==> config.mk <==
export PLATFORM = sky130hd
export DESIGN_NAME = vehicle_detect_conditioner_flat
export DESIGN_NICKNAME = d
export VERILOG_FILES = /design/src/rtl/traffic_pkg.sv /design/src/rtl/vehicle_detect_conditioner_if.sv /design/src/rtl/detect_channel.sv /design/src/rtl/vehicle_detect_conditioner.sv /design/src/flat_wrapper.sv
export SDC_FILE = /design/constraint.sdc
export NUM_CORES = 1
export LEC_CHECK = 0
export ABC_AREA = 0
export BUFFER_PORTS_ARGS = -buffer_cell sky130_fd_sc_hd__buf_2
export CAP_MARGIN = 10
export CORE_ASPECT_RATIO = 1.75
export CORE_MARGIN = 4
export CORE_UTILIZATION = 34
export DETAILED_ROUTE_END_ITERATION = 10
export SLEW_MARGIN = 20
export SYNTH_ARGS = -nofsm -noshare
export SYNTH_HDL_FRONTEND = slang
export SYNTH_SLANG_ARGS = --single-unit
==> constraint.sdc <==
create_clock -name clk -period 1.9 [get_ports clk]
set_input_delay 0.285 -clock clk [delete_from_list [all_inputs] [get_ports clk]]
set_output_delay 0.285 -clock clk [all_outputs]
set_load 0.01 [all_outputs]
==> src/rtl/traffic_pkg.sv <==
// Shared types and defaults for the vehicle-detect conditioner.
package traffic_pkg;

  // Per-channel demand FSM states.
  typedef enum logic [1:0] {
    ST_IDLE    = 2'd0,
    ST_WAITING = 2'd1,
    ST_SERVING = 2'd2
  } chan_state_e;

  localparam int DEBOUNCE_CYCLES_DEF = 4;
  localparam int WAIT_MAX_DEF        = 31;

  localparam int WAIT_W   = 5;  // width of the wait counters
  localparam int DB_CNT_W = 4;  // enough for a debounce length up to 15

  localparam int CH_NS = 0;
  localparam int CH_EW = 1;
  localparam int NUM_CH = 2;

  localparam logic [WAIT_W-1:0] WAIT_ONE = 1;

  // Saturating increment used by the wait counters.
  function automatic logic [WAIT_W-1:0] sat_inc(input logic [WAIT_W-1:0] v,
                                                input logic [WAIT_W-1:0] max_v);
    return (v >= max_v) ? max_v : v + WAIT_ONE;
  endfunction

endpackage

==> src/rtl/vehicle_detect_conditioner_if.sv <==
// Sensor, lamp-feedback and conditioned-demand signals of the conditioner.
interface vehicle_detect_conditioner_if;
  import traffic_pkg::*;

  logic              ns_loop_raw;
  logic              ew_loop_raw;
  logic              ns_green;
  logic              ew_green;
  logic              NS_VEHICLE_DETECT;
  logic              EW_VEHICLE_DETECT;
  logic [WAIT_W-1:0] ns_wait;
  logic [WAIT_W-1:0] ew_wait;
  logic              conflict;

  // Environment side: drives sensors and lamps, observes demands.
  modport master (
    output ns_loop_raw, ew_loop_raw, ns_green, ew_green,
    input  NS_VEHICLE_DETECT, EW_VEHICLE_DETECT, ns_wait, ew_wait, conflict
  );

  // Conditioner side.
  modport slave (
    input  ns_loop_raw, ew_loop_raw, ns_green, ew_green,
    output NS_VEHICLE_DETECT, EW_VEHICLE_DETECT, ns_wait, ew_wait, conflict
  );
endinterface

==> src/rtl/detect_channel.sv <==
// One approach: synchronizer, debouncer, demand FSM and wait counter.
module detect_channel
  import traffic_pkg::*;
#(
  parameter int DEBOUNCE_CYCLES = DEBOUNCE_CYCLES_DEF,
  parameter int WAIT_MAX        = WAIT_MAX_DEF
) (
  input  logic              clk,
  input  logic              rst_n,
  input  logic              loop_raw_i,
  input  logic              green_i,
  output logic              detect_o,
  output logic [WAIT_W-1:0] wait_o
);

  localparam logic [DB_CNT_W-1:0] DB_LAST    = DB_CNT_W'(DEBOUNCE_CYCLES - 1);
  localparam logic [DB_CNT_W-1:0] DB_ONE     = 1;
  localparam logic [WAIT_W-1:0]   WAIT_MAX_V = WAIT_W'(WAIT_MAX);

  logic                sync1_q, sync2_q;
  logic                filt_q, filt_d;
  logic [DB_CNT_W-1:0] db_cnt_q, db_cnt_d;
  chan_state_e         state_q, state_d;
  logic [WAIT_W-1:0]   wait_q, wait_d;

  // Two-flop synchronizer for the asynchronous loop level.
  always_ff @(posedge clk or negedge rst_n) begin
    if (!rst_n) begin
      sync1_q <= 1'b0;
      sync2_q <= 1'b0;
    end else begin
      sync1_q <= loop_raw_i;
      sync2_q <= sync1_q;
    end
  end

  // Debounce: count consecutive disagreeing cycles, flip the level on the last one.
  always_comb begin
    filt_d   = filt_q;
    db_cnt_d = '0;
    if (sync2_q != filt_q) begin
      if (db_cnt_q == DB_LAST) begin
        filt_d = ~filt_q;
      end else begin
        db_cnt_d = db_cnt_q + DB_ONE;
      end
    end
  end

  // Demand FSM: latch a demand until own green serves it.
  always_comb begin
    state_d = state_q;
    case (state_q)
      ST_IDLE:    if (filt_q && !green_i) state_d = ST_WAITING;
      ST_WAITING: if (green_i) state_d = ST_SERVING;
      ST_SERVING: if (!green_i) state_d = filt_q ? ST_WAITING : ST_IDLE;
      default:    state_d = ST_IDLE;
    endcase
  end

  // Wait counter runs only while the FSM stays in WAITING; any exit clears it.
  always_comb begin
    wait_d = '0;
    if (state_q == ST_WAITING && state_d == ST_WAITING) begin
      wait_d = sat_inc(wait_q, WAIT_MAX_V);
    end
  end

  // State registers for debouncer, FSM and wait counter.
  always_ff @(posedge clk or negedge rst_n) begin
    if (!rst_n) begin
      filt_q   <= 1'b0;
      db_cnt_q <= '0;
      state_q  <= ST_IDLE;
      wait_q   <= '0;
    end else begin
      filt_q   <= filt_d;
      db_cnt_q <= db_cnt_d;
      state_q  <= state_d;
      wait_q   <= wait_d;
    end
  end

  assign detect_o = (state_q == ST_WAITING) | filt_q;
  assign wait_o   = wait_q;

endmodule

==> src/rtl/vehicle_detect_conditioner.sv <==
// Two independent detect channels (NS, EW) plus a sticky green-conflict flag.
module vehicle_detect_conditioner
  import traffic_pkg::*;
#(
  parameter int DEBOUNCE_CYCLES = DEBOUNCE_CYCLES_DEF,
  parameter int WAIT_MAX        = WAIT_MAX_DEF
) (
  input logic clk,
  input logic rst_n,
  vehicle_detect_conditioner_if.slave bus
);

  logic [NUM_CH-1:0] raw;
  logic [NUM_CH-1:0] green;
  logic [NUM_CH-1:0] detect;
  logic [WAIT_W-1:0] wait_cnt [NUM_CH];
  logic              conflict_q, conflict_d;

  assign raw[CH_NS]   = bus.ns_loop_raw;
  assign raw[CH_EW]   = bus.ew_loop_raw;
  assign green[CH_NS] = bus.ns_green;
  assign green[CH_EW] = bus.ew_green;

  for (genvar gi = 0; gi < NUM_CH; gi++) begin : g_chan
    detect_channel #(
      .DEBOUNCE_CYCLES(DEBOUNCE_CYCLES),
      .WAIT_MAX       (WAIT_MAX)
    ) u_chan (
      .clk       (clk),
      .rst_n     (rst_n),
      .loop_raw_i(raw[gi]),
      .green_i   (green[gi]),
      .detect_o  (detect[gi]),
      .wait_o    (wait_cnt[gi])
    );
  end

  // Conflict is observed only; it never feeds back into the channels.
  always_comb begin
    conflict_d = conflict_q | (bus.ns_green & bus.ew_green);
  end

  // Sticky conflict register, cleared only by reset.
  always_ff @(posedge clk or negedge rst_n) begin
    if (!rst_n) begin
      conflict_q <= 1'b0;
    end else begin
      conflict_q <= conflict_d;
    end
  end

  assign bus.NS_VEHICLE_DETECT = detect[CH_NS];
  assign bus.EW_VEHICLE_DETECT = detect[CH_EW];
  assign bus.ns_wait           = wait_cnt[CH_NS];
  assign bus.ew_wait           = wait_cnt[CH_EW];
  assign bus.conflict          = conflict_q;

endmodule

==> src/flat_wrapper.sv <==
// flat-port wrapper written by rule: the top's interface ports become plain ports
module vehicle_detect_conditioner_flat import traffic_pkg::*;
#(
  parameter int DEBOUNCE_CYCLES = DEBOUNCE_CYCLES_DEF,
  parameter int WAIT_MAX        = WAIT_MAX_DEF
)
  (clk, rst_n, bus_ns_loop_raw, bus_ew_loop_raw, bus_ns_green, bus_ew_green, bus_NS_VEHICLE_DETECT, bus_EW_VEHICLE_DETECT, bus_ns_wait, bus_ew_wait, bus_conflict);
  vehicle_detect_conditioner_if bus_i ();
  input logic clk;
  input logic rst_n;
  input wire logic [$bits(bus_i.ns_loop_raw)-1:0] bus_ns_loop_raw;
  input wire logic [$bits(bus_i.ew_loop_raw)-1:0] bus_ew_loop_raw;
  input wire logic [$bits(bus_i.ns_green)-1:0] bus_ns_green;
  input wire logic [$bits(bus_i.ew_green)-1:0] bus_ew_green;
  output wire logic [$bits(bus_i.NS_VEHICLE_DETECT)-1:0] bus_NS_VEHICLE_DETECT;
  output wire logic [$bits(bus_i.EW_VEHICLE_DETECT)-1:0] bus_EW_VEHICLE_DETECT;
  output wire logic [$bits(bus_i.ns_wait)-1:0] bus_ns_wait;
  output wire logic [$bits(bus_i.ew_wait)-1:0] bus_ew_wait;
  output wire logic [$bits(bus_i.conflict)-1:0] bus_conflict;
  assign bus_i.ns_loop_raw = bus_ns_loop_raw;
  assign bus_i.ew_loop_raw = bus_ew_loop_raw;
  assign bus_i.ns_green = bus_ns_green;
  assign bus_i.ew_green = bus_ew_green;
  assign bus_NS_VEHICLE_DETECT = bus_i.NS_VEHICLE_DETECT;
  assign bus_EW_VEHICLE_DETECT = bus_i.EW_VEHICLE_DETECT;
  assign bus_ns_wait = bus_i.ns_wait;
  assign bus_ew_wait = bus_i.ew_wait;
  assign bus_conflict = bus_i.conflict;
  vehicle_detect_conditioner #(.DEBOUNCE_CYCLES(DEBOUNCE_CYCLES), .WAIT_MAX(WAIT_MAX)) u_core (.clk(clk), .rst_n(rst_n), .bus(bus_i));
endmodule
# Word-level counts from Yosys, hierarchy flattened
# Cells that the tools add are included.
# word_totals
out_inout_bits	13
elab_cells	63
regBits	29
input_bits	6
# op_classes
muxes	18
magnitude_cmp	2
eq_ne	10
n_addsub	4
reduce_logical	10
n_bitwise	6
# ops
operator	count
$mux 5	4
$mux 4	4
$mux 2	6
$pmux 2 s3	2
$add 5x1->5 const B	2
$ge 5x5->1 const B	2
$add 4x1->4 const B	2
$eq 2x1->1 const B	4
$eq 4x2->1 const B	2
$eq 2x2->1 const B	2
$logic_and 1x1->1	4
$logic_not 2->1	2
$reduce_and 2->1	2
$or 1x1->1	3
$logic_not 1->1	2
$mux 1	2
$ne 1x1->1	2
$not 1->1	2
$and 1x1->1	1

# Depth between registers and ports, before layout
# Gate-level depths: netlist of run 1.
# logic_depth
ltp_word	7
depth_mapped	6
ltp_nobuf	6

# Hierarchy
# Synthesis of run 1 repeated with hierarchy kept, for this count alone.
# unflattened
hier_cells	104
hier_area_um2	1258.7
# by_module_without_submodules
mod	n_inst	seq_area_each_um2	cells_per_inst	area_each_um2
detect_channel	2	350.3	51	613.1
vehicle_detect_conditioner	1	25.0	2	32.5

# Worst setup path after synthesis of run 1
# OpenSTA, ideal clock, no wires.
# synth_path
kind	register to register
start	reg u_core.g_chan[0].u_chan.wait_q[0]
end	reg u_core.g_chan[0].u_chan.wait_q[3]
required_ps	1775
period_less_slack_ps	1453
setup_slack_ps	447
setup_time_ps	125
arrival_time_ps	1329
stages_incl_launch_ff	6
path_cell_list	dfrtp_1 -> ha_1 -> and3_1 -> ha_1 -> and4bb_1 -> nor3_2
# synth_via
elab_chain_cells	3
word_cells_on_any_way	4
cone_classes	add/sub (1); order compare (1); mux (2)
# synth_rtl
element	line_no	rtl
start, declared	detect_channel.sv:24	logic [WAIT_W-1:0] wait_q, wait_d;
start signal, assigned	detect_channel.sv:80	wait_q <= wait_d;
$add 5x1->5 or $ge 5x5->1 (tied branches)	traffic_pkg.sv:26	return (v >= max_v) ? max_v : v + WAIT_ONE;
$mux 5 *	traffic_pkg.sv:26	
$mux 5 *	detect_channel.sv:64	if (state_q == ST_WAITING && state_d == ST_WAITING) begin
via u_core.g_chan[0].u_chan.wait_d[3]	detect_channel.sv:24	
# Mark *: on every way through the listed nets, which the timed path passes. The rest lies on a longest branch.
# A chain may end at the register's enable or synchronous reset.

# Final worst setup path of run 1
# layout_path
start	reg u_core.g_chan[1].u_chan.wait_q[0]
end	reg u_core.g_chan[1].u_chan.wait_q[3]
# layout_via
elab_chain_cells	3
word_cells_on_any_way	4
cone_classes	add/sub (1); order compare (1); mux (2)
# layout_rtl
element	line_no
start, declared	detect_channel.sv:24
start signal, assigned	detect_channel.sv:80
$add 5x1->5 or $ge 5x5->1 (tied branches)	traffic_pkg.sv:26
$mux 5 *	traffic_pkg.sv:26
$mux 5 *	detect_channel.sv:64
via u_core.g_chan[1].u_chan.wait_d[3]	detect_channel.sv:24
# Marks and branches as above.

==> reports/summary.md, run 1 <==
## Run status
• **run status** completed

## Placement
• **Port-buffer cells** 18
• **HPWL after detailed placement** 1680 µm
• **DP Cell Count** 166
• **final estimated routing congestion in global placement** 0.785
• **Area after DPL** 1420 µm²

## Clock network
• **Root Driver** sky130_fd_sc_hd__clkbuf_8
• **Max H-tree Level** 2
• **Max clock buf depth** 2
• **post_cts resized** 0
• **CTS Buf Count** 5
• **post-CTS setup repair buffer count** 0
• **TritonCTS clock tree** done
• **count of hold-fix buffers inserted at cts** 0
• **CTS clock-pin slew for the worst setup and hold paths** 0.06 ns
• **Sinks on Clock Net** 29
• **clock network latency to the later pin of the worst-skew pair** 0.28 ns

## Yosys
• **post-synthesis async set-or-reset flop share** 100%
• **Post-synth EDFFs** 0
• **synth top area cells** sky130_fd_sc_hd__dfrtp_1 57%, sky130_fd_sc_hd__ha_1 5.9%, sky130_fd_sc_hd__a21oi_1 3.1%
• **synthesized area per cell** 12.5 µm²
• **share of synthesized area occupied by flip-flops and latches** 57.0%
• **unique cell type count in the Yosys netlist** 26
• **total standard cell area after synthesis** 1270 µm²
• **post-synthesis sequential element count** 29
• **yosys synthesis warning count** 0
• **Yosys top cell area share** 57.0%
• **Synth Flop Type** sky130_fd_sc_hd__dfrtp_1
• **gate count after technology mapping** 102
• **top cell type by total area after synthesis** sky130_fd_sc_hd__dfrtp_1
• **Mapped Nets** 114
• **dominant cell by count in the synthesized netlist** sky130_fd_sc_hd__dfrtp_1
• **ranking of synthesized cells by instance count** 29 x sky130_fd_sc_hd__dfrtp_1, 8 x sky130_fd_sc_hd__a21oi_1, 6 x sky130_fd_sc_hd__ha_1, 6 x sky130_fd_sc_hd__nand2b_1, 6 x sky130_fd_sc_hd__nor2_1

## Floorplan
• **area of the core** 3630 µm²
• **horizontal die dimension** 54.3 µm
• **Total Die Area** 4830 µm²
• **number of primary I/O pins** 19
• **Site Rows** 29
• **die height** 89.0 µm
• **Starting Density** 35.1%

## Cells and area
• **final cell area excluding filler cells** 1510 µm²
• **area delta synth->final** 18.4%
• **count of inserted antenna diode cells** 0
• **Nets** 139
• **final non-filler cell total** 173
• **share of post-route cells with drive strength above 1** 28.3%

## Setup path
• **R2R Setup Slk** 0.40 ns
• **startpoint types** register
• **Crit Path Category** register to register
• **r2r endpoint** u_core.g_chan[1].u_chan.wait_o[3]$_DFF_PN0_
• **crit path max fanout** 4
• **data required time of the critical path** 2.06 ns
• **Worst Setup End Kind** register
• **Crit Reg-Reg Startpoint** u_core.g_chan[1].u_chan.wait_o[0]$_DFF_PN0_
• **depth of the worst register-to-register path** 6
• **worst endpoint data arrival time** 1.67 ns

## STA
• **pins over their slew limit** 0
• **setup tns final** 0 ns
• **post-route fraction of the period consumed by the critical path** 79.2%
• **unrepaired setup endpoints after global routing** false
• **worst hold slack after final layout** 0.0246 ns
• **relative slew slack** 58.0%
• **total count of hold-check failures in the final report** 0
• **actual transition at the worst max-transition pin** 0.629 ns
• **achievable frequency** 665 MHz
• **skew final** 0.00437 ns
• **setup violators final** 0
• **post-layout min period** 1.50 ns

## Power and ir drop
• **Static Leakage** 0.715 nW
• **Overall Power** 1.66 mW
• **maximum resistive drop on vdd** 0.000532 V
• **fraction of power consumed by the clock network** 30.0%
• **power density over the cells** 1100 nW/µm²
• **switching part of the total power** 28.0%
• **internal power component** 1.19 mW
• **Seq pwr share** 48.6%
• **combinational fraction of design power** 21.4%
• **Net Sw Power** 464 µW

## Global routing
• **first-pass GRT wire length** 3830 µm
• **initial antenna violation count** 0
• **via count of the first global-routing pass** 893
• **global-route congestion overflow total** 0
• **GRT Total Usage** 11.2%
• **pin count of the biggest net entering global routing** 30

## Detailed routing
• **total via count after detailed routing** 872
• **average detailed-routed wire length per instance** 12.9 µm
• **total detailed-routing wirelength** 2240 µm
• **vias per std cell** 5.04
• **total DRC errors in the routed layout** 0
• **DRT antenna net count** 0
• **count of TritonRoute iterations in the first routing pass** 4
• **violation count after the first detailed-route iteration** 21

## Run
• **max capacitance violation total** 0

## Hold path
• **HP Class** input pin to async pin

==> critical path: stages, from the launching register on <==
cell and delay [ns]:
sky130_fd_sc_hd__dfrtp_1 0.40, sky130_fd_sc_hd__ha_1 0.24, sky130_fd_sc_hd__and3_1 0.19, sky130_fd_sc_hd__ha_1 0.22, sky130_fd_sc_hd__inv_1 0.10, sky130_fd_sc_hd__and4b_1 0.20
sky130_fd_sc_hd__nor3_2 0.04
==> layout make-up <==
class | count | area [µm²]
fill | 358 | 2120
sequential | 29 | 726
inverter | 2 | 7.51
tap | 46 | 57.6
timing repair buffer | 18 | 90.1
multi-input combinational | 71 | 541
clock buffer | 7 | 86.3
==> routing by layer <==
layer | part of all wire, % | global-route usage (%) | vias up
met1 | 39 | 12.6 | 422
met5 | 0 | 0 | -
li1 | - | - | 412
met4 | 2.3 | 8.16 | 0
met3 | 6.7 | 3.51 | 6
met2 | 52 | 17.3 | 32
==> through the flow <==
stage | util [%] | setup WS [ns]
finish | 41.6 | 0.396
floorplan | - | 0.447
CTS | 41.6 | 0.398
global route | 41.6 | 0.318
detailed placement | 39.2 | 0.403
global placement | 39.2 | 0.467
==> cell families (layout without fill, tap and decap cells) <==
family          count (synthesis)  in the layout  synth area share [%]
simple gates                   42             42                  23.8
flops                          29             29                  57.0
compound gates                 15             15                  6.88
fa+ha+maj                       6              6                  5.89
xor+xnor                        6              6                  4.13
mux                             2              2                  1.77
buf+inv                         2             27                 0.590
==> sequential cells by signal, indices dropped and copies added, names as in the netlist <==
signal,count
u_core.g_chan.u_chan.filt_q,2
u_core.g_chan.u_chan.wait_o,10
u_core.g_chan.u_chan.sync1_q,2
u_core.g_chan.u_chan.sync2_q,2
u_core.bus.conflict,1
u_core.g_chan.u_chan.db_cnt_q,8
u_core.g_chan.u_chan.state_q,4
==> placed cells by master, fill, tap and decap left out <==
cell	netlist	final
sky130_fd_sc_hd__dfrtp_1	29	29
sky130_fd_sc_hd__and4b_1	1	1
sky130_fd_sc_hd__or2b_1	2	2
sky130_fd_sc_hd__nand2b_1	6	6
sky130_fd_sc_hd__nor3_2	2	2
sky130_fd_sc_hd__clkbuf_1	0	1
sky130_fd_sc_hd__nor3b_2	2	2
sky130_fd_sc_hd__nor2b_1	2	2
sky130_fd_sc_hd__inv_1	2	2
sky130_fd_sc_hd__mux2_2	2	2
sky130_fd_sc_hd__xnor2_1	4	4
sky130_fd_sc_hd__buf_2	0	18
sky130_fd_sc_hd__or2_4	2	2
sky130_fd_sc_hd__ha_1	6	6
sky130_fd_sc_hd__a31oi_1	4	4
sky130_fd_sc_hd__a21oi_1	8	8
sky130_fd_sc_hd__nor3_1	4	4
sky130_fd_sc_hd__nand3_2	2	2
sky130_fd_sc_hd__a21o_1	1	1
sky130_fd_sc_hd__nand2b_4	2	2
sky130_fd_sc_hd__nand3_1	2	2
sky130_fd_sc_hd__xor2_1	2	2
sky130_fd_sc_hd__and3_1	4	4
sky130_fd_sc_hd__nand4_1	2	2
sky130_fd_sc_hd__nand3b_1	2	2
sky130_fd_sc_hd__clkbuf_8	0	6
sky130_fd_sc_hd__and4bb_1	1	1
sky130_fd_sc_hd__nor2_1	6	6
sky130_fd_sc_hd__a21boi_0	2	2
==> how the worst max path moves through the flow <==
| stage | slack, ns | depth (start not counted) | startpoint | end |
|---|---|---|---|---|
| floorplan | 0.45 | 5 | u_core.g_chan[0].u_chan.wait_o[0]$_DFF_PN0_ | u_core.g_chan[0].u_chan.wait_o[3]$_DFF_PN0_ |
| global placement | 0.47 | 5 | u_core.g_chan[0].u_chan.wait_o[0]$_DFF_PN0_ | u_core.g_chan[0].u_chan.wait_o[3]$_DFF_PN0_ |
| detailed placement | 0.40 | 6 | u_core.g_chan[1].u_chan.wait_o[0]$_DFF_PN0_ | u_core.g_chan[1].u_chan.wait_o[3]$_DFF_PN0_ |
| CTS | 0.40 | 6 | u_core.g_chan[1].u_chan.wait_o[0]$_DFF_PN0_ | u_core.g_chan[1].u_chan.wait_o[3]$_DFF_PN0_ |
| global route | 0.32 | 6 | u_core.g_chan[1].u_chan.wait_o[1]$_DFF_PN0_ | u_core.g_chan[1].u_chan.wait_o[3]$_DFF_PN0_ |
| finish | 0.40 | 6 | u_core.g_chan[1].u_chan.wait_o[0]$_DFF_PN0_ | u_core.g_chan[1].u_chan.wait_o[3]$_DFF_PN0_ |
==> power groups by stage <==
| stage | Sequential (mW) | Clock, mW | Combinational (mW) |
|---|---|---|---|
| 2_1_floorplan | 0.801 | 0 | 0.256 |
| 3_3_place_gp | 0.807 | 0 | 0.348 |
| 3_5_place_dp | 0.817 | 0 | 0.359 |
| 4_1_cts | 0.807 | 0.515 | 0.361 |
| 5_1_grt | 0.821 | 0.536 | 0.396 |
| 6_report | 0.805 | 0.497 | 0.355 |
Note: power is estimated with default switching activity, not from simulation.
==> run 2, diff against run 1 <==
==> constraint.sdc (replaced) <==
create_clock -name clk -period 1.35 [get_ports clk]
set_input_delay 0.2025 -clock clk [delete_from_list [all_inputs] [get_ports clk]]
set_output_delay 0.2025 -clock clk [all_outputs]
set_load 0.01 [all_outputs]
==> run 2 against run 1 <==
  * Fmax up 12%
  * Hold slack better by 0.0095 ns
  * Flip-flop and latch count unchanged
  * Non-clock buffer count up 19
  * Global-route usage up 0.61 points
  * Critical path depth down 1
==> reports/summary.md, run 2 (same netlist as run 1, synthesis figures left out) <==
## Global routing
• **global-route met3 utilization** 4.34%, +0.83 points
• **initial antenna violation count** 0, unchanged
• **GRT met2 Usage** 18.6%, +1.3 points
• **pin count of the biggest net entering global routing** 30, unchanged
• **GRT busiest layer** met2
• **met1 routing resource usage after global routing** 13.5%, +0.88 points
• **global-route congestion overflow total** 0, unchanged
• **first-pass GRT wire length** 4070 µm, +6.3%
• **via count of the first global-routing pass** 921, +3.1%
• **GRT Total Usage** 11.8%, +0.61 points

## Cells and area
• **share of post-route cells with drive strength above 1** 44.2%, +16 points
• **area delta synth->final** 35.2%
• **most frequent standard cell in the layout excluding fill and tap cells** sky130_fd_sc_hd__dfrtp_1
• **top library cells by usage in the layout, fill and taps aside** 29 x sky130_fd_sc_hd__dfrtp_1, 18 x sky130_fd_sc_hd__buf_2, 18 x sky130_fd_sc_hd__buf_4
• **final non-filler cell total** 193, +12%
• **count of inserted antenna diode cells** 0, unchanged
• **post-layout util** 47.4%, +5.9 points
• **Filler Cells Inserted** 346, -3.4%
• **flip-flop count of the largest register, all copies and words added** 10, unchanged
• **Nets** 158, +14%

## Placement
• **Port-buffer cells** 18, unchanged
• **DP Cell Count** 173, +4.2%
• **HPWL after detailed placement** 1720 µm, +2.8%
• **final estimated routing congestion in global placement** 0.774, -1.4%

## Floorplan
• **Total Die Area** 4830 µm², unchanged
• **Site Rows** 29, unchanged
• **number of primary I/O pins** 19, unchanged
• **Starting Density** 35.1%, unchanged
• **area of the core** 3630 µm², unchanged
• **horizontal die dimension** 54.3 µm, unchanged
• **die height** 89.0 µm, unchanged

## Detailed routing
• **DRT antenna net count** 0, unchanged
• **total DRC errors in the routed layout** 0, unchanged
• **total via count after detailed routing** 920, +5.5%
• **vias per std cell** 4.77, -5.4%
• **count of TritonRoute iterations in the first routing pass** 3, -1
• **average detailed-routed wire length per instance** 12.5 µm, -3.7%
• **total detailed-routing wirelength** 2410 µm, +7.5%
• **violation count after the first detailed-route iteration** 24, +14%

## Clock network
• **CTS clock-pin slew for the worst setup and hold paths** 0.06 ns, about the same
• **Max clock buf depth** 2, unchanged
• **Max H-tree Level** 2, unchanged
• **TritonCTS clock tree** done
• **clock network latency to the later pin of the worst-skew pair** 0.27 ns, about the same
• **Sinks on Clock Net** 29, unchanged
• **Root Driver** sky130_fd_sc_hd__clkbuf_8
• **CTS Buf Count** 5, unchanged

## Power and ir drop
• **maximum resistive drop on vdd** 0.00154 V, +190%
• **Overall Power** 2.52 mW, +52%
• **Static Leakage** 0.808 nW, +13%
• **power density over the cells** 1460 nW/µm², +33%

## Run
• **max capacitance violation total** 0, unchanged

## Setup path
• **depth of the worst register-to-register path** 5, -1
• **data required time of the critical path** 1.51 ns, -0.55 ns
• **Crit Path Category** register to register
• **Crit Reg-Reg Startpoint** u_core.g_chan[0].u_chan.wait_o[0]$_DFF_PN0_
• **crit path max fanout** 4, unchanged
• **worst endpoint data arrival time** 1.50 ns, -0.17 ns
• **R2R Setup Slk** 0.003 ns, -0.39 ns
• **startpoint types** register
• **r2r endpoint** u_core.g_chan[0].u_chan.wait_o[3]$_DFF_PN0_
• **Worst Setup End Kind** register

## STA
• **actual transition at the worst max-transition pin** 0.362 ns, -0.267 ns
• **relative slew slack** 75.7%, +18 points
• **post-route fraction of the period consumed by the critical path** 99.8%, +21 points
• **skew final** 0.00451 ns, +0.000140 ns
• **achievable frequency** 742 MHz, +12%
• **unrepaired setup endpoints after global routing** true
• **setup violators final** 0, unchanged
• **pins over their slew limit** 0, unchanged
• **total count of hold-check failures in the final report** 0, unchanged
• **post-layout min period** 1.35 ns, -0.157 ns

## Hold path
• **capture endpoint of the worst hold path** u_core.g_chan[0].u_chan.sync1_q$_DFF_PN0_
• **min-delay src** bus_ns_loop_raw
• **number of stages on the worst hold path** 1
• **HP Class** input pin to register

## Run status
• **run status** completed

-- run 2: changes by cell type in the layout (fill, tap and decap cells not counted), moves of 2 or more --
cell	previous run	this run
sky130_fd_sc_hd__and3_4	0	2
sky130_fd_sc_hd__buf_4	0	18
sky130_fd_sc_hd__ha_1	6	2
sky130_fd_sc_hd__and3_1	4	2
sky130_fd_sc_hd__ha_2	0	2
sky130_fd_sc_hd__ha_4	0	2
sky130_fd_sc_hd__inv_1	2	0
-- run 2: what timing repair did --
action                                  CTS  global route
endpoints found under the hold margin    29             0
pin swaps                                 3             4
hold buffers                              1             0
gates resized for setup                   0             4
setup buffers                             2             9
endpoints found under the setup margin    3             5
-- run 2: report_power, final --
part	leakage (nW)	internal, mW	switching (mW)
logic	0.375	0.365	0.262
registers	0.379	1.01	0.113
clock network	0.0542	0.459	0.307
-- run 2: critical path: stages, from the launching register on --
cell                       delay (ns)
sky130_fd_sc_hd__dfrtp_1         0.38
sky130_fd_sc_hd__ha_2            0.19
sky130_fd_sc_hd__and3_4          0.18
sky130_fd_sc_hd__ha_4            0.16
sky130_fd_sc_hd__and4bb_1        0.27
sky130_fd_sc_hd__nor3_2          0.04
-- run 2: per-layer routing --
layer | vias up | routed length, µm
li1 | 450 | -
met1 | 446 | 957
met2 | 18 | 1260
met3 | 6 | 126
met4 | 0 | 58
met5 | - | 0
-- run 2: layout make-up --
class / count / area (µm²) / share of cell area [%]
Clock buffer: 7 / 96.3 / 5.60
Clock inverter: 1 / 5.00 / 0.291
Inverter: 2 / 10.0 / 0.581
Multi-Input combinational cell: 71 / 592 / 34.4
Sequential cell: 29 / 726 / 42.2
Tap cell: 46 / 57.6 / 3.34
Timing Repair Buffer: 37 / 235 / 13.7
-- run 2: how the worst max path moves through the flow --
stage / start / slack, ns / to
final: u_core.g_chan[0].u_chan.wait_o[0]$_DFF_PN0_ / 0.003 / u_core.g_chan[0].u_chan.wait_o[3]$_DFF_PN0_
after global routing: u_core.g_chan[0].u_chan.wait_o[0]$_DFF_PN0_ / -0.06 / u_core.g_chan[0].u_chan.wait_o[3]$_DFF_PN0_
after CTS: u_core.g_chan[0].u_chan.wait_o[1]$_DFF_PN0_ / 0.002 / u_core.g_chan[0].u_chan.wait_o[3]$_DFF_PN0_
after detailed placement: u_core.g_chan[0].u_chan.wait_o[1]$_DFF_PN0_ / -0.005 / u_core.g_chan[0].u_chan.wait_o[3]$_DFF_PN0_
after global placement: u_core.g_chan[1].u_chan.wait_o[0]$_DFF_PN0_ / 0.02 / u_core.g_chan[1].u_chan.wait_o[3]$_DFF_PN0_
after floorplan: u_core.g_chan[0].u_chan.wait_o[1]$_DFF_PN0_ / -0.03 / u_core.g_chan[0].u_chan.wait_o[3]$_DFF_PN0_
-- run 2: through the flow --
stage	hold slack, ns	worst slack [ns]	TNS [ns]	area (µm²)
floorplan	-0.0931	-0.0312	-0.0312	1310
global placement	0.227	0.0231	0	1510
detailed placement	0.230	-0.00472	-0.00713	1510
CTS	0.0233	0.00175	0	1640
global route	0.0165	-0.0561	-0.118	1720
finish	0.0341	0.00278	0	1720
==> run 3, diff against run 2 <==
--- a/config.mk
+++ b/config.mk
@@ -10,8 +10,9 @@
 export CAP_MARGIN = 10
 export CORE_ASPECT_RATIO = 1.75
 export CORE_MARGIN = 4
-export CORE_UTILIZATION = 34
+export CORE_UTILIZATION = 49
 export DETAILED_ROUTE_END_ITERATION = 10
+export PLACE_DENSITY = 0.73
 export SLEW_MARGIN = 20
 export SYNTH_ARGS = -nofsm -noshare
 export SYNTH_HDL_FRONTEND = slang
==> run 3 against run 2 <==
  * Global-route usage up 4.5 points
  * Setup slack better by 0.0014 ns
  * Sequential share of layout area rose by 1.5 points
  * Highest routed layer unchanged
  * Combinational power down 0.8%
==> reports/summary.md, run 3 (same netlist as run 1, synthesis figures left out) <==
## Run status
• **run status** completed

## Detailed routing
• **DRT antenna net count** 0, unchanged
• **vias per std cell** 5.41, +14%
• **total DRC errors in the routed layout** 0, unchanged
• **average detailed-routed wire length per instance** 14.1 µm, +13%
• **total detailed-routing wirelength** 2370 µm, -1.4%
• **count of TritonRoute iterations in the first routing pass** 4, +1
• **total via count after detailed routing** 909, -1.2%
• **violation count after the first detailed-route iteration** 5, -79%

## STA
• **post-route fraction of the period consumed by the critical path** 99.7%, -0.10 points
• **unrepaired setup endpoints after global routing** true
• **setup violators final** 0, unchanged
• **setup tns final** 0 ns, unchanged
• **pins over their slew limit** 0, unchanged
• **actual transition at the worst max-transition pin** 0.626 ns, +0.264 ns
• **skew final** 0.00164 ns, -0.00287 ns
• **worst setup margin** 0.00414 ns, +0.00136 ns
• **relative slew slack** 58.3%, -17 points
• **post-layout min period** 1.35 ns, -0.00136 ns
• **total count of hold-check failures in the final report** 0, unchanged
• **achievable frequency** 743 MHz, +0.10%

## Cells and area
• **register area** 726 µm², unchanged
• **most frequent standard cell in the layout excluding fill and tap cells** sky130_fd_sc_hd__dfrtp_1
• **area delta synth->final** 30.5%
• **share of post-route cells with drive strength above 1** 42.3%, -2.0 points
• **area taken by multi-input logic gates** 606 µm², +2.3%
• **Filler Cells Inserted** 201, -42%
• **final non-filler cell total** 168, -13%
• **count of inserted antenna diode cells** 0, unchanged
• **flip-flop count of the largest register, all copies and words added** 10, unchanged
• **top library cells by usage in the layout, fill and taps aside** 29 x sky130_fd_sc_hd__dfrtp_1, 18 x sky130_fd_sc_hd__buf_2, 14 x sky130_fd_sc_hd__buf_4
• **Nets** 154, -2.5%
• **post-layout util** 66.7%, +19 points

## Clock network
• **Max clock buf depth** 2, unchanged
• **Max H-tree Level** 2, unchanged
• **Sinks on Clock Net** 29, unchanged
• **clock network latency to the later pin of the worst-skew pair** 0.27 ns, about the same
• **CTS clock-pin slew for the worst setup and hold paths** 0.06 ns, about the same
• **Root Driver** sky130_fd_sc_hd__clkbuf_8
• **CTS Buf Count** 5, unchanged
• **TritonCTS clock tree** done

## Global routing
• **via count of the first global-routing pass** 953, +3.5%
• **first-pass GRT wire length** 4060 µm, -0.34%
• **GRT busiest layer** met2
• **GRT met2 Usage** 27.6%, +9.0 points
• **initial antenna violation count** 0, unchanged
• **met1 routing resource usage after global routing** 18.6%, +5.1 points
• **GRT Total Usage** 16.3%, +4.5 points
• **global-route congestion overflow total** 0, unchanged
• **global-route met3 utilization** 5.67%, +1.3 points
• **pin count of the biggest net entering global routing** 30, unchanged

## Setup path
• **worst endpoint data arrival time** 1.51 ns, about the same
• **startpoint types** register
• **Worst Setup End Kind** register
• **Crit Path Category** register to register
• **data required time of the critical path** 1.51 ns, about the same
• **crit path max fanout** 5, +1

## Power and ir drop
• **power density over the cells** 1460 nW/µm², +0.16%
• **Static Leakage** 0.777 nW, -3.8%
• **maximum resistive drop on vdd** 0.00115 V, -25%

## Floorplan
• **Site Rows** 24, -17%
• **Total Die Area** 3510 µm², -27%
• **area of the core** 2490 µm², -31%
• **die height** 75.4 µm, -15%
• **Starting Density** 51.1%, +16 points
• **number of primary I/O pins** 19, unchanged
• **horizontal die dimension** 46.5 µm, -14%

## Placement
• **final estimated routing congestion in global placement** 0.808, +4.4%
• **minimum setup slack after placement** 0.00392 ns, +0.00864 ns
• **DP Cell Count** 152, -12%
• **HPWL after detailed placement** 1700 µm, -1.5%
• **Port-buffer cells** 18, unchanged

## Hold path
• **HP Class** input pin to register

## Run
• **max capacitance violation total** 0, unchanged

run 3: what timing repair did:
action,4_1_cts,5_1_grt
pin swaps,1,3
hold buffers,1,0
endpoints found under the setup margin,2,5
hold endpoints to repair,29,0
setup buffers,1,7
gates resized for setup,0,4
run 3: path summary, 6_finish.rpt:
path	from	to	slack [ns]	depth (start not counted)
min in group asynchronous	rst_n	u_core.g_chan[0].u_chan.db_cnt_q[2]$_DFF_PN0_	0.49	2
min reg2reg	u_core.g_chan[0].u_chan.sync1_q$_DFF_PN0_	u_core.g_chan[0].u_chan.sync2_q$_DFF_PN0_	0.35	0
max reg2reg	u_core.g_chan[0].u_chan.wait_o[0]$_DFF_PN0_	u_core.g_chan[0].u_chan.wait_o[3]$_DFF_PN0_	0.004	5
min	bus_ns_loop_raw	u_core.g_chan[0].u_chan.sync1_q$_DFF_PN0_	0.04	1
max	u_core.g_chan[0].u_chan.wait_o[0]$_DFF_PN0_	u_core.g_chan[0].u_chan.wait_o[3]$_DFF_PN0_	0.004	5
max in group asynchronous	rst_n	u_core.g_chan[1].u_chan.state_q[1]$_DFF_PN0_	0.45	2
run 3: metrics by stage:
stage	hold slack (ns)	power, mW	cell area [µm²]
floorplan	-0.0931	1.49	1310
global placement	0.245	1.63	1480
detailed placement	0.261	1.66	1480
CTS	0.0277	2.38	1590
global route	0.0238	2.60	1660
finish	0.0359	2.44	1660
run 3: area by class of cell:
class	instances	area share (%)
well taps	26	1.96
inverters	2	0.451
repair buffers	33	12.3
flip-flops and latches	29	43.6
clock buffers	7	5.19
multi-input cells	71	36.4
run 3: worst max-delay path, cell delays in order, from the launching register on:
cell,delay [ns]
sky130_fd_sc_hd__dfrtp_1,0.38
sky130_fd_sc_hd__ha_2,0.19
sky130_fd_sc_hd__and3_4,0.18
sky130_fd_sc_hd__ha_4,0.17
sky130_fd_sc_hd__and4bb_1,0.28
sky130_fd_sc_hd__nor3_2,0.04
run 3: layer usage:
metal  routed length, µm  vias to the layer above
li1                    -                      440
met3                  92                        2
met4                  11                        0
met1                 957                      452
met5                   0                        -
met2                1310                       15
run 3: power breakdown:
group | internal, mW | switching, mW
Combinational | 0.352 | 0.270
Sequential | 1.01 | 0.110
Clock | 0.403 | 0.290
Total | 1.77 | 0.670
